[config.mk]
export PLATFORM = sky130hd
export DESIGN_NAME = rs_cmd_pulser_flat
export DESIGN_NICKNAME = d
export VERILOG_FILES = /design/src/rtl/rs_cmd_pulser_if.sv /design/src/rtl/rs_cmd_pulser.sv /design/src/flat_wrapper.sv
export SDC_FILE = /design/constraint.sdc
export NUM_CORES = 1
export LEC_CHECK = 0
export ABC_CLOCK_PERIOD_IN_PS = 2710
export CAP_MARGIN = 20
export CORE_MARGIN = 4
export CORE_UTILIZATION = 26
export CTS_CLUSTER_SIZE = 14
export DETAILED_ROUTE_END_ITERATION = 10
export HOLD_SLACK_MARGIN = 0.05
export SYNTH_ARGS = -nofsm -noshare
export SYNTH_HDL_FRONTEND = slang
export SYNTH_SLANG_ARGS = --single-unit
[constraint.sdc]
create_clock -name clock -period 2.71 [get_ports clock]
set_clock_uncertainty 0.2 [all_clocks]
set_input_delay 0.542 -clock clock [delete_from_list [all_inputs] [get_ports clock]]
set_output_delay 0.542 -clock clock [all_outputs]
set_load 0.05 [all_outputs]
[src/rtl/rs_cmd_pulser_if.sv]
// rs_cmd_pulser_if: request/pulse bundle between a requester and rs_cmd_pulser.
//   set_req, rst_req : raw level requests (driven by master)
//   latch_set        : qualified set pulse to the RS latch (driven by slave)
//   latch_reset      : qualified reset pulse to the RS latch (driven by slave)
//   busy             : pulser FSM not idle (driven by slave)
//   conflict         : both requests seen high together (driven by slave)
interface rs_cmd_pulser_if;
  logic set_req;
  logic rst_req;
  logic latch_set;
  logic latch_reset;
  logic busy;
  logic conflict;

  modport master (
    output set_req,
    output rst_req,
    input  latch_set,
    input  latch_reset,
    input  busy,
    input  conflict
  );

  modport slave (
    input  set_req,
    input  rst_req,
    output latch_set,
    output latch_reset,
    output busy,
    output conflict
  );
endinterface

[src/rtl/rs_cmd_pulser.sv]
// rs_cmd_pulser: debounces two raw request lines and emits clean, mutually exclusive,
// minimum-width set/reset pulses for a gate-level RS latch, followed by a hold-off window.
//   clock : system clock, rising edge
//   reset : synchronous, active-high reset
//   bus   : rs_cmd_pulser_if.slave (set_req/rst_req in; latch_set/latch_reset/busy/conflict out)
// Build option: define RS_PRIORITY_RESET_EN to resolve both-high requests as a reset command
// (conflict then tied low); otherwise both-high is ignored and flagged on conflict.
module rs_cmd_pulser #(
  parameter int unsigned DEBOUNCE_CYCLES = 4,
  parameter int unsigned PULSE_CYCLES    = 2,
  parameter int unsigned HOLDOFF_CYCLES  = 2,
  parameter int unsigned CNT_W           = 8
) (
  input  logic           clock,
  input  logic           reset,
  rs_cmd_pulser_if.slave bus
);

  typedef enum logic [1:0] {StIdle, StQual, StPulse, StHold} state_e;

  localparam logic [CNT_W-1:0] DebLast  = CNT_W'(DEBOUNCE_CYCLES - 1);
  localparam logic [CNT_W-1:0] PulLast  = CNT_W'(PULSE_CYCLES - 1);
  localparam logic [CNT_W-1:0] HoldLast = CNT_W'(HOLDOFF_CYCLES - 1);
  localparam logic [CNT_W-1:0] CntOne   = CNT_W'(1);

  state_e           state_q, state_d;
  logic [CNT_W-1:0] cnt_q, cnt_d;
  logic             cmd_q, cmd_d;  // 0: set command, 1: reset command
  logic             s_set_q, s_rst_q;
  logic             latch_set_q, latch_set_d;
  logic             latch_reset_q, latch_reset_d;
  logic             busy_q, busy_d;
  logic             conflict_q, conflict_d;
  logic             conflict_raw;
  logic             cmd_smp;

  assign cmd_smp = cmd_q ? s_rst_q : s_set_q;

`ifndef RS_PRIORITY_RESET_EN
  logic oth_smp;
  assign oth_smp = cmd_q ? s_set_q : s_rst_q;
`endif

  // State, sample and output registers.
  always_ff @(posedge clock) begin
    if (reset) begin
      state_q       <= StIdle;
      cnt_q         <= '0;
      cmd_q         <= 1'b0;
      s_set_q       <= 1'b0;
      s_rst_q       <= 1'b0;
      latch_set_q   <= 1'b0;
      latch_reset_q <= 1'b0;
      busy_q        <= 1'b0;
      conflict_q    <= 1'b0;
    end else begin
      state_q       <= state_d;
      cnt_q         <= cnt_d;
      cmd_q         <= cmd_d;
      s_set_q       <= bus.set_req;
      s_rst_q       <= bus.rst_req;
      latch_set_q   <= latch_set_d;
      latch_reset_q <= latch_reset_d;
      busy_q        <= busy_d;
      conflict_q    <= conflict_d;
    end
  end

  // Next-state logic; all decisions use the sampled requests.
  always_comb begin
    state_d      = state_q;
    cnt_d        = cnt_q;
    cmd_d        = cmd_q;
    conflict_raw = 1'b0;
    unique case (state_q)
      StIdle: begin
`ifdef RS_PRIORITY_RESET_EN
        if (s_rst_q) begin
          cmd_d   = 1'b1;
          cnt_d   = '0;
          state_d = StQual;
        end else if (s_set_q) begin
          cmd_d   = 1'b0;
          cnt_d   = '0;
          state_d = StQual;
        end
`else
        if (s_set_q && s_rst_q) begin
          conflict_raw = 1'b1;
        end else if (s_set_q || s_rst_q) begin
          cmd_d   = s_rst_q;
          cnt_d   = '0;
          state_d = StQual;
        end
`endif
      end
      StQual: begin
`ifdef RS_PRIORITY_RESET_EN
        if (!cmd_q && s_rst_q) begin
          // A reset request pre-empts a qualifying set and restarts debounce.
          cmd_d = 1'b1;
          cnt_d = '0;
        end else if (!cmd_smp) begin
          state_d = StIdle;
          cnt_d   = '0;
        end else if (cnt_q == DebLast) begin
          state_d = StPulse;
          cnt_d   = '0;
        end else begin
          cnt_d = cnt_q + CntOne;
        end
`else
        if (!cmd_smp || oth_smp) begin
          state_d      = StIdle;
          cnt_d        = '0;
          conflict_raw = oth_smp;
        end else if (cnt_q == DebLast) begin
          state_d = StPulse;
          cnt_d   = '0;
        end else begin
          cnt_d = cnt_q + CntOne;
        end
`endif
      end
      StPulse: begin
        if (cnt_q == PulLast) begin
          state_d = StHold;
          cnt_d   = '0;
        end else begin
          cnt_d = cnt_q + CntOne;
        end
      end
      StHold: begin
        if (cnt_q != HoldLast) begin
          cnt_d = cnt_q + CntOne;
        end
        // Leaving needs a released request, so a held request pulses only once.
        if (cnt_q == HoldLast && !cmd_smp) begin
          state_d = StIdle;
          cnt_d   = '0;
        end
      end
      default: begin
        state_d = StIdle;
        cnt_d   = '0;
      end
    endcase
  end

  // Registered outputs derive from the next state; one cmd bit keeps them exclusive.
  always_comb begin
    latch_set_d   = (state_d == StPulse) && !cmd_d;
    latch_reset_d = (state_d == StPulse) && cmd_d;
    busy_d        = (state_d != StIdle);
`ifdef RS_PRIORITY_RESET_EN
    conflict_d    = 1'b0;
`else
    conflict_d    = conflict_raw;
`endif
  end

  assign bus.latch_set   = latch_set_q;
  assign bus.latch_reset = latch_reset_q;
  assign bus.busy        = busy_q;
  assign bus.conflict    = conflict_q;

endmodule

[src/flat_wrapper.sv]
// flat-port wrapper written by rule: the top's interface ports become plain ports
module rs_cmd_pulser_flat 
#(
  parameter int unsigned DEBOUNCE_CYCLES = 4,
  parameter int unsigned PULSE_CYCLES    = 2,
  parameter int unsigned HOLDOFF_CYCLES  = 2,
  parameter int unsigned CNT_W           = 8
)
  (clock, reset, bus_set_req, bus_rst_req, bus_latch_set, bus_latch_reset, bus_busy, bus_conflict);
  rs_cmd_pulser_if bus_i ();
  input  logic clock;
  input  logic reset;
  input wire logic [$bits(bus_i.set_req)-1:0] bus_set_req;
  input wire logic [$bits(bus_i.rst_req)-1:0] bus_rst_req;
  output wire logic [$bits(bus_i.latch_set)-1:0] bus_latch_set;
  output wire logic [$bits(bus_i.latch_reset)-1:0] bus_latch_reset;
  output wire logic [$bits(bus_i.busy)-1:0] bus_busy;
  output wire logic [$bits(bus_i.conflict)-1:0] bus_conflict;
  assign bus_i.set_req = bus_set_req;
  assign bus_i.rst_req = bus_rst_req;
  assign bus_latch_set = bus_i.latch_set;
  assign bus_latch_reset = bus_i.latch_reset;
  assign bus_busy = bus_i.busy;
  assign bus_conflict = bus_i.conflict;
  rs_cmd_pulser #(.DEBOUNCE_CYCLES(DEBOUNCE_CYCLES), .PULSE_CYCLES(PULSE_CYCLES), .HOLDOFF_CYCLES(HOLDOFF_CYCLES), .CNT_W(CNT_W)) u_core (.clock(clock), .reset(reset), .bus(bus_i));
endmodule
# [After elaboration in Yosys (flattened, before gate mapping)]
# Cells that the tools add are included.
[word_totals] register_bits=17 out_inout_bits=4 word_cells=54
[classes] n_addsub=1 n_eq_ne=10 n_mux=23 reduce_logical=11
[ops] operator="8-bit 2-to-1 mux" count=7
[ops] operator="8-bit case mux with 4 select lines" count=1
[ops] operator="2-bit 2-to-1 mux" count=6
[ops] operator="8-bit by 1-bit adder with 8-bit output (second input constant)" count=1
[ops] operator="8-bit by 1-bit == test with 1-bit output (second input constant)" count=1
[ops] operator="8-bit by 2-bit == test with 1-bit output (second input constant)" count=1
[ops] operator="8-bit by 1-bit inequality test with 1-bit output (second input constant)" count=1
[ops] operator="2-bit case mux with 4 select lines" count=1
[ops] operator="1-bit 2-to-1 mux" count=7
[ops] operator="2-bit == test (second input constant)" count=3
[ops] operator="1-bit logical AND" count=4
[ops] operator="3-bit by 1-bit inequality test with 1-bit output (second input constant)" count=1
[ops] operator="3-bit AND reduction" count=1
[ops] operator="2-bit by 1-bit == test with 1-bit output (second input constant)" count=1
[ops] operator="1-bit zero test" count=2
[ops] operator="2-bit zero test" count=1
[ops] operator="1-bit logical OR" count=2
[ops] operator="2-bit by 1-bit inequality test with 1-bit output (second input constant)" count=1
[ops] operator="2-bit inequality test (second input constant)" count=1
[ops] operator="1-bit case mux with 2 select lines" count=1
[ops] operator="2-bit nonzero test" count=1

# [Depth between registers and ports, before layout]
[depth] depth_word=7 mapped_depth=8 mapped_depth_nobuf=7

# [Worst setup path before layout]
# No wires, ideal clock.
[synth_path] kind="flip-flop to flip-flop" from="register u_core.cnt_q[0]" to="register u_core.cnt_q[3]" setup_time_ns=0.117 t_arrival_ns=1.828 t_required_ns=2.393 path_slack_ns=0.565 path_stages_with_launch=7 n_path_buf=0 synth_period_minus_slack_ns=2.145 cell_sequence="dfxtp_1 ha_1 or3b_1 a211oi_2 a2bb2oi_2 o21ai_0 a32o_1"
[synth_between] elab_chain_len=4
[synth_lines] item="start: declaration" line="rs_cmd_pulser.sv:27" text="logic [CNT_W-1:0] cnt_q, cnt_d;"
[synth_lines] item="start signal: assignment" line="rs_cmd_pulser.sv:58" text="cnt_q <= cnt_d;"
[synth_lines] item="8-bit by 1-bit adder with 8-bit output, or another cell as far along" line="rs_cmd_pulser.sv:121, rs_cmd_pulser.sv:130, rs_cmd_pulser.sv:135"
[synth_lines] item="8-bit 2-to-1 mux, or another cell as far along" line="rs_cmd_pulser.sv:134" text="if (cnt_q != HoldLast) begin"
[synth_lines] item="8-bit 2-to-1 mux, or another cell as far along" line="rs_cmd_pulser.sv:138" text="if (cnt_q == HoldLast && !cmd_smp) begin"
[synth_lines] item="8-bit case mux with 4 select lines / 3-bit AND reduction (equally long branches)"
# Parallel ways exist; a longest one is shown, timed or not. The select of a mux whose other input is x is not followed.
# A chain may end at the register's enable or synchronous reset.

# [Final worst setup path]
# Ends and elaborated chain as after synthesis.

==> impl_metrics.toml <==
[layout]
drive_above_1_share_pct = 14.2
diodes = 0
areaGrowthSynthToFinish_pct = 14.9
layout.cells.non_filler = 159
fin_util_pct = 32.0
fin_nets = 120

[critical_path]
arrival_ns = 2.30
crit_family = "compound AO/OA/AOI/OAI gates"
crit_required_ns = 2.65
end_kind = "flop"
critPathSlowestCell = "or3b_1"
start_kind = "flop"
cpPeakStageDelay_ns = 0.44
cp_max_fo = 9
criticalPathCategory = "reg2reg"
cp.buffers_inverters = 0
path_cells = "ha_1 -> or3b_1 -> a211oi_2 -> a2bb2oi_2 -> o21ai_0 -> a32o_1"

[placement]
dp_slack_ns = 0.360
gp_congestion = 0.829
dpl.hpwl_um = 1450
port_buffers = 7
place_inst = 155

[clock_network]
h-tree-depth = 1
clkLatencyLatePin_ns = 0.25
cts_tree = "done"
clkTransAtPathRegs_ns = 0.07
clockBufferDepth = 2
cts-root-buf = "clkbuf_8"
cts_setup_buffers = 0
clock_sinks = 17
cts_buffers = 3
ctsHoldBuffers = 0
post_cts_resized = 0

[global_route]
grt_max_degree = 13
grt_pass1_vias = 730
use_met2_pct = 17.3
grt_overflow_total = 0
grtUsageMet3_pct = 2.92
antenna_found_initial = 0
grt_pass1_wl_um = 3330
grt_use_met1_pct = 10.1
busiest_layer = "met2"
grt_usage_pct = 9.49

[logic_synthesis]
synth_top_cell_by_area = "dfxtp_1"
ys_top_cells_by_count = "17 x dfxtp_1, 11 x nor2_1, 7 x nand2_1, 7 x nand3_1, 6 x a21oi_1"
yosysSeqAreaShare_pct = 35.2
synth_ff_type = "dfxtp_1"
synth.avg_cell_area_um2 = 9.04
yosysMostFrequentCell = "dfxtp_1"
synth.top_cell.area_share_pct = 35.2
synth_nets = 113
netlist_area_um2 = 967
synth.area.top_cells = "dfxtp_1 35%, nor2_1 4.3%, nand3_1 3.6%, a21oi_1 3.1%, a221oi_4 2.7%"
yosys.cell_types.count = 41
yosysWarnings = 0
syn_inst = 107
async_flop_share_pct = 0
ys_ff_latch = 17
synth_edf_count = 0

[route]
drtAntennaViolNets = 0
post_drt_wl_per_cell_um = 12.5
first_pass_iters = 4
vias_per_cell = 4.95
drt_iter0_drc = 26
wirelength_um = 1990
drc = 0
vias = 787

[status]
outcome = "complete, no violations"

[floorplanning]
coreArea_mm2 = 0.00347
io_pins = 8
initial_core_util_pct = 27.9
die-area_mm2 = 0.00476
fp.dieH_um = 69.0
die_w_um = 69.0
rows = 21

[sta]
fin_crit_ns = 2.35
fin_ws_ns = 0.359
fin_setup_tns_ns = 0
tightest_slew_ns = 0.500
grt_setup_unrepaired = "false"
maxSlewHeadroom_pct = 66.5
hold_viol_final = 0
setup_viol_count_final = 0
drv_slew = 0
hold_ws_ns = 0.292
fmax_ghz = 0.425
fin_crit_sh_pct = 86.7

[power_and_ir_drop]
p_per_area_mw_per_mm2 = 510
max-vdd-ir-drop_v = 0.000179
p_leak_uw = 0.000384

[job]
cap_viol_max_count = 0

[worst_hold_path]
hold_class = "reg2reg"
==> state kept, by name (all words and copies together), names as in the netlist <==
register,flops
u_core.cmd_q,1
u_core.bus.latch_reset,1
u_core.bus.conflict,1
u_core.bus.latch_set,1
u_core.cnt_q,8
u_core.bus.busy,1
u_core.s_rst_q,1
u_core.s_set_q,1
u_core.state_q,2
==> layout by cell type (no fill, tap or decap), drive strengths merged, types with 3 or more instances in the layout <==
cell type	instances
nand3	7
dfxtp	17
clkbuf	3
clkdlybuf4s50	7
and3	3
inv	3
nor2b	3
or4	4
nor2	11
a21oi	6
nor3b	3
or3	4
nand2	7
==> per-layer routing <==
layer,up-vias,part of all wire [%]
met1,368,44
li1,404,-
met3,4,3.8
met2,11,51
met4,0,1.6
met5,-,0
==> worst register-to-register path: stages, from the launching register on <==
cell	delay [ns]
dfxtp_1	0.39
ha_1	0.18
or3b_1	0.44
a211oi_2	0.29
a2bb2oi_2	0.32
o21ai_0	0.16
a32o_1	0.27
==> logic make-up (layout without fill, tap and decap cells) <==
logic type	count (synthesis)	after routing	synth area share, %
AND/OR/NAND/NOR	53	53	33.5
flip-flops	17	17	35.2
XOR/XNOR	2	2	1.81
adder cells (fa/ha/maj)	2	2	2.59
multiplexers	2	2	2.72
AO/OA/AOI/OAI	22	22	19.1
buffers and inverters	9	15	5.04
==> stage by stage <==
| step | total power [uW] | instance area, um2 |
|---|---|---|
| 2_1_floorplan | 365 | 967 |
| 3_3_place_gp | 381 | 1060 |
| 3_5_place_dp | 385 | 1060 |
| 4_1_cts | 578 | 1110 |
| 5_1_grt | 599 | 1110 |
| 6_report | 567 | 1110 |
==> power breakdown <==
part	switching (uW)	total [uW]	internal [uW]
logic	60.6	102	41.4
registers	15.8	277	261
clock network	86.3	188	102
==> layout make-up <==
class                      count  area [um2]
fill                         384        2360
multi-input combinational     81         578
sequential                    17         340
timing repair buffer           8        77.6
tap                           46        57.6
clock buffer                   3        41.3
inverter                       3        11.3
clock inverter                 1        5.00
==> worst paths after layout <==
kind / start / to / slack [ns] / cells past startpoint
worst max-delay path: u_core.cnt_q[0] / u_core.cnt_q[3] / 0.36 / 6
worst min-delay path: u_core.cnt_q[1] / u_core.cnt_q[1] / 0.29 / 2
worst max register to register: u_core.cnt_q[0] / u_core.cnt_q[3] / 0.36 / 6
worst min register to register: u_core.cnt_q[1] / u_core.cnt_q[1] / 0.29 / 2
(Power assumes the default switching activity.)
